--- src/rtl/decode_pipe_controller_if.sv ---
// ============================================================================
// decode_pipe_controller_if : handshake/status bundle between the decode
//                             pipeline controller and its environment
// Revision: 1.0
// ============================================================================
`default_nettype none

interface decode_pipe_controller_if #(
  parameter int instructionCounterWidth = 64,
  parameter int formatWidth             = 25
);
  logic                               fetchValid_i;
  logic                               fetchReady_o;
  logic                               flush_i;
  logic                               downstreamReady_i;
  logic [formatWidth-1:0]             stage1Format_i;
  logic [2:0]                         stageEnable_o;
  logic                               stall_o;
  logic [instructionCounterWidth-1:0] majId_o;
  logic                               decodeValid_o;
  logic                               illegal_o;
  logic [instructionCounterWidth-1:0] illegalMajId_o;
  logic [1:0]                         inflight_o;

  modport master (
    input  fetchValid_i, flush_i, downstreamReady_i, stage1Format_i,
    output fetchReady_o, stageEnable_o, stall_o, majId_o, decodeValid_o,
           illegal_o, illegalMajId_o, inflight_o
  );

  modport slave (
    output fetchValid_i, flush_i, downstreamReady_i, stage1Format_i,
    input  fetchReady_o, stageEnable_o, stall_o, majId_o, decodeValid_o,
           illegal_o, illegalMajId_o, inflight_o
  );
endinterface

`default_nettype wire

--- src/rtl/decode_pipe_controller.sv ---
// ============================================================================
// decode_pipe_controller : valid/stall/enable sequencing for the three-stage
//                          decode pipeline, major-ID allocation, illegal halt
// Revision: 1.0
// ============================================================================
`default_nettype none

module decode_pipe_controller #(
  parameter int instructionCounterWidth = 64,
  parameter int formatWidth             = 25
) (
  input  logic                    clock_i,
  input  logic                    reset_i,
  decode_pipe_controller_if.master bus
);

  typedef enum logic [0:0] {
    ST_RUN  = 1'b0,
    ST_HALT = 1'b1
  } state_t;

  state_t state_q, state_d;

  logic v1_q, v1_d;
  logic v2_q, v2_d;
  logic v3_q, v3_d;
  logic [instructionCounterWidth-1:0] id1_q, id1_d;
  logic [instructionCounterWidth-1:0] maj_ctr_q, maj_ctr_d;
  logic [instructionCounterWidth-1:0] illegal_maj_id_q, illegal_maj_id_d;

  logic w_advance;
  logic w_fetch_ready;
  logic w_accept;
  logic w_illegal_det;
  logic w_illegal_take;

  always_ff @(posedge clock_i) begin
    if (reset_i) begin
      state_q          <= ST_RUN;
      v1_q             <= 1'b0;
      v2_q             <= 1'b0;
      v3_q             <= 1'b0;
      id1_q            <= '0;
      maj_ctr_q        <= '0;
      illegal_maj_id_q <= '0;
    end else begin
      state_q          <= state_d;
      v1_q             <= v1_d;
      v2_q             <= v2_d;
      v3_q             <= v3_d;
      id1_q            <= id1_d;
      maj_ctr_q        <= maj_ctr_d;
      illegal_maj_id_q <= illegal_maj_id_d;
    end
  end

  always_comb begin
    w_advance      = !v3_q || bus.downstreamReady_i;
    w_fetch_ready  = w_advance && !bus.flush_i && (state_q == ST_RUN) && !reset_i;
    w_accept       = bus.fetchValid_i && w_fetch_ready;
    w_illegal_det  = v1_q && (bus.stage1Format_i == {formatWidth{1'b0}});
    w_illegal_take = w_illegal_det && w_advance && !bus.flush_i;

    state_d          = state_q;
    v1_d             = v1_q;
    v2_d             = v2_q;
    v3_d             = v3_q;
    id1_d            = id1_q;
    maj_ctr_d        = maj_ctr_q;
    illegal_maj_id_d = illegal_maj_id_q;

    // Flush wins over everything; the ID counter deliberately survives it.
    if (bus.flush_i) begin
      v1_d    = 1'b0;
      v2_d    = 1'b0;
      v3_d    = 1'b0;
      state_d = ST_RUN;
    end else if (w_advance) begin
      v3_d = v2_q;
      v2_d = v1_q && !w_illegal_det;
      v1_d = w_accept;
      if (w_accept) begin
        id1_d     = maj_ctr_q;
        maj_ctr_d = maj_ctr_q + instructionCounterWidth'(1);
      end
      if (w_illegal_take) begin
        illegal_maj_id_d = id1_q;
        state_d          = ST_HALT;
      end
    end
  end

  assign bus.fetchReady_o     = w_fetch_ready;
  assign bus.stall_o          = !w_advance && !reset_i;
  assign bus.stageEnable_o[0] = w_accept;
  assign bus.stageEnable_o[1] = v1_q && w_advance && !w_illegal_det && !bus.flush_i && !reset_i;
  assign bus.stageEnable_o[2] = v2_q && w_advance && !bus.flush_i && !reset_i;
  assign bus.majId_o          = maj_ctr_q;
  assign bus.decodeValid_o    = v3_q && !bus.flush_i && !reset_i;
  assign bus.illegal_o        = w_illegal_take && !reset_i;
  assign bus.illegalMajId_o   = illegal_maj_id_q;
  assign bus.inflight_o       = 2'(v1_q) + 2'(v2_q) + 2'(v3_q);

endmodule

`default_nettype wire
--- src/flat_wrapper.sv ---
// flat-port wrapper written by rule: the top's interface ports become plain ports
module decode_pipe_controller_flat 
#(
  parameter int instructionCounterWidth = 64,
  parameter int formatWidth             = 25
)
  (clock_i, reset_i, bus_fetchValid_i, bus_flush_i, bus_downstreamReady_i, bus_stage1Format_i, bus_fetchReady_o, bus_stageEnable_o, bus_stall_o, bus_majId_o, bus_decodeValid_o, bus_illegal_o, bus_illegalMajId_o, bus_inflight_o);
  decode_pipe_controller_if #(.instructionCounterWidth(instructionCounterWidth), .formatWidth(formatWidth)) bus_i ();
  input  logic clock_i;
  input  logic reset_i;
  input wire logic [$bits(bus_i.fetchValid_i)-1:0] bus_fetchValid_i;
  input wire logic [$bits(bus_i.flush_i)-1:0] bus_flush_i;
  input wire logic [$bits(bus_i.downstreamReady_i)-1:0] bus_downstreamReady_i;
  input wire logic [$bits(bus_i.stage1Format_i)-1:0] bus_stage1Format_i;
  output wire logic [$bits(bus_i.fetchReady_o)-1:0] bus_fetchReady_o;
  output wire logic [$bits(bus_i.stageEnable_o)-1:0] bus_stageEnable_o;
  output wire logic [$bits(bus_i.stall_o)-1:0] bus_stall_o;
  output wire logic [$bits(bus_i.majId_o)-1:0] bus_majId_o;
  output wire logic [$bits(bus_i.decodeValid_o)-1:0] bus_decodeValid_o;
  output wire logic [$bits(bus_i.illegal_o)-1:0] bus_illegal_o;
  output wire logic [$bits(bus_i.illegalMajId_o)-1:0] bus_illegalMajId_o;
  output wire logic [$bits(bus_i.inflight_o)-1:0] bus_inflight_o;
  assign bus_i.fetchValid_i = bus_fetchValid_i;
  assign bus_i.flush_i = bus_flush_i;
  assign bus_i.downstreamReady_i = bus_downstreamReady_i;
  assign bus_i.stage1Format_i = bus_stage1Format_i;
  assign bus_fetchReady_o = bus_i.fetchReady_o;
  assign bus_stageEnable_o = bus_i.stageEnable_o;
  assign bus_stall_o = bus_i.stall_o;
  assign bus_majId_o = bus_i.majId_o;
  assign bus_decodeValid_o = bus_i.decodeValid_o;
  assign bus_illegal_o = bus_i.illegal_o;
  assign bus_illegalMajId_o = bus_i.illegalMajId_o;
  assign bus_inflight_o = bus_i.inflight_o;
  decode_pipe_controller #(.instructionCounterWidth(instructionCounterWidth), .formatWidth(formatWidth)) u_core (.clock_i(clock_i), .reset_i(reset_i), .bus(bus_i));
endmodule
--- config.mk ---
export PLATFORM = sky130hd
export DESIGN_NAME = decode_pipe_controller_flat
export DESIGN_NICKNAME = d
export VERILOG_FILES = /design/src/rtl/decode_pipe_controller_if.sv /design/src/rtl/decode_pipe_controller.sv /design/src/flat_wrapper.sv
export SDC_FILE = /design/constraint.sdc
export NUM_CORES = 1
export LEC_CHECK = 0
export ABC_AREA = 1
export CORE_MARGIN = 2
export CORE_UTILIZATION = 45
export CTS_CLUSTER_DIAMETER = 120
export DETAILED_ROUTE_END_ITERATION = 8
export PLACE_DENSITY_LB_ADDON = 0.25
export SKIP_LAST_GASP = 1
export SLEW_MARGIN = 10
export SYNTH_ARGS = -nofsm -noshare
export SYNTH_HDL_FRONTEND = slang
export SYNTH_SLANG_ARGS = --single-unit
--- constraint.sdc ---
create_clock -name clock_i -period 1.75 [get_ports clock_i]
set_clock_uncertainty 0.05 [all_clocks]
set_input_delay 0.2625 -clock clock_i [delete_from_list [all_inputs] [get_ports clock_i]]
set_output_delay 0.2625 -clock clock_i [all_outputs]
set_load 0.005 [all_outputs]
==> results.cfg <==
[outcome]
status = finished with violations
violations = negative setup slack

[sta]
max_freq_ghz = 0.544
drv_slew = 0
fin_setup_tns_ns = -0.111
setup_viol = 3
slew_headroom = 0.632
timing.final.ws_setup_ns = -0.0879
fin_crit_ns = 1.84
hold_slack_ns = 0.405
period_share = 1.05
tightest_slew_ns = 0.553
hold_viol = 0
rsz0062_at_grt = yes

[synthesis]
synth_ff_type = dfxtp_1
synth_xor_xnor_area_share = 0.0166
muxShareOfSynthArea = 0
async_flop_share = 0
synth-edff-count = 0
synth_top_family_by_area = simple AND/OR/NAND/NOR gates
netlist_instances = 1291
yosysSeqAreaShare = 0.436
synth.area.top_cells = dfxtp_1, nor2_1, nand2_1
ys_types = 36
syn_area_sq_um = 9000
avgSynthCellArea_sq_um = 6.97
synth_top_area_share = 0.436
synthAdderAreaFrac = 0.00362
synth_compound_area_frac = 0.130
synthSimpleGateAreaFrac = 0.326
ys.warnings.count = 0
yosys.area.top_type = dfxtp_1
synth_fp_nets = 1323
yosys_register_bits = 196

[floorplanning]
initial_core_util = 0.461
rows = 51
dieArea_sq_um = 21100
die_x_microns = 145
fp.dieH_microns = 145
pin_count = 167
core-area_sq_um = 19500

[drt]
met1_length_microns = 12700
drt_iter0_drc = 839
wl_microns = 27800
via_per_inst = 5.11
ant_nets = 0
num_vias = 9326
highest_layer = met4
wl_met2_microns = 12600
drtPass1Iterations = 5
met3_wirelength_microns = 2000
wl_per_cell_microns = 15.2
route.detailed.drc = 0

[setup_path]
critPathCapture = bus_inflight_o[0]
critPathKind = flop to primary output
arrival_ns = 1.53
crit_start = u_core.v3_q
r2r-start = u_core.bus.majId_o[0]
critPathLaunchType = flop
rr_worst_depth = 9
worstSetupEndpointType = primary output
crit_fanout = 2
crit_required_ns = 1.44
rrSetupSlack_ns = 0.04
r2r_end = u_core.bus.majId_o[37]

[grt]
groute.usage.overall = 0.247
grt_pass1_wl_microns = 42900
grt_pass1_vias = 8339
grt_max_degree = 131
antenna_found_initial = 0
grt_overflow = 0

[power_and_ir_drop]
pwr-share-comb = 0.057
leakage_nw = 5.20
power_frac_seq = 0.510
internal_power_mw = 6.71
peakVddDrop_uv = 674
netSwitchingPower_mw = 2.15
swShare = 0.243
pwr-share-clk = 0.433
powerDensity_nw_per_um2 = 690

[layout]
multi_input_area_sq_um = 4510
finalNetCount = 1579
diodes = 0
fill_cells = 1695
final_core_util = 0.658
final_common_cell = nand2_1
synthToLayoutAreaGrowth_pct = 42.9
drive_gt1_frac = 0.210
final_cells = 1825
layout_common_cells = nand2_1, nor2_1, a21oi_1
register_area_sq_um = 4050

[cts]
clk_latency_ns = 0.44
htreeDepth = 4
cts_tree = built
cts_buffers = 17
cts.sinks = 196
clock_path_buffers = 2
clk_pin_slew_ns = 0.07
cts_root_buffer = clkbuf_16

[placement]
portBuffers = 166
dp_hpwl_microns = 19000
gp_congestion = 0.945
dp.cells = 1763

[worst_hold_path]
holdCritStartpoint = u_core.id1_q[7]
holdCritPathClass = flop to flop

[run]
drv_cap = 0
repair_timing:
item / in CTS / in global routing
endpoints found under the setup margin: 74 / 126
resized for setup: 123 / 110
setup buffers: 20 / 10
pin swaps: 15 / 30
hold buffers: 0 / 0
cloned: 0 / 2
worst max-delay path, stage by stage (launching register included):
cell and delay, ns:
dfxtp_2 0.33, buf_6 0.11, fa_2 0.56, buf_6 0.09
state kept, by name, summed over array words and instances (netlist names):
| signal | flops |
|---|---|
| u_core.v3_q | 1 |
| u_core.v2_q | 1 |
| u_core.bus.illegalMajId_o | 64 |
| u_core.bus.majId_o | 64 |
| u_core.id1_q | 64 |
| u_core.v1_q | 1 |
| u_core.state_q | 1 |
metrics by stage:
step | setup slack, ns | instance area (sq um) | power, mW
after detailed placement | -0.470 | 11600 | 5.14
after CTS | -0.208 | 12400 | 8.88
after global routing | -0.132 | 12900 | 9.18
final | -0.0879 | 12900 | 8.87
after floorplan | 0.130 | 9000 | 4.94
after global placement | -0.454 | 11600 | 5.12
cells in the mapped netlist (14+ instances only):
cell	instances
nor2_1	243
nand2_1	231
dfxtp_1	196
a21oi_1	153
inv_1	112
nand3_1	108
o21ai_0	72
clkbuf_1	25
buf_2	19
xor2_1	17
nand4_1	15
nor3_1	15
nor2_2	14
cell families after synthesis:
group,after synthesis
and+or+nand+nor,662
DFF,196
xor gates and xnor gates,17
AOI/OAI and AO/OA,232
buffers and inverters,182
adders and majority gates,2
power by group through the flow:
stage | clock (mW) | sequential (mW) | combinational [mW]
floorplan | 0 | 4.65 | 0.295
global placement | 0 | 4.65 | 0.474
detailed placement | 0 | 4.65 | 0.483
CTS | 3.88 | 4.52 | 0.480
global route | 4.09 | 4.52 | 0.566
finish | 3.84 | 4.52 | 0.509
worst min path at each step:
stage / end / slack (ns) / depth (start not counted)
2_1_floorplan: u_core.id1_q[10] / 0.38 / 2
3_3_place_gp: u_core.id1_q[31] / 0.39 / 2
3_5_place_dp: u_core.id1_q[30] / 0.40 / 2
4_1_cts: u_core.v1_q / 0.41 / 5
5_1_grt: u_core.id1_q[13] / 0.42 / 2
6_report: u_core.id1_q[7] / 0.41 / 2
per-layer routing:
metal  up-vias  global-route usage
li1       4687                   -
met1      4238               0.353
met2       362               0.380
met3        39              0.0480
met4         0              0.0701
met5         -                   0
final cells by class:
type | instances | area share
clock inverters | 14 | 0.0108
well taps | 265 | 0.0258
multi-input cells | 913 | 0.351
clock buffers | 18 | 0.0334
flip-flops and latches | 196 | 0.315
repair buffers | 306 | 0.231
inverters | 113 | 0.0332
Power figures use the tool's default switching activity.
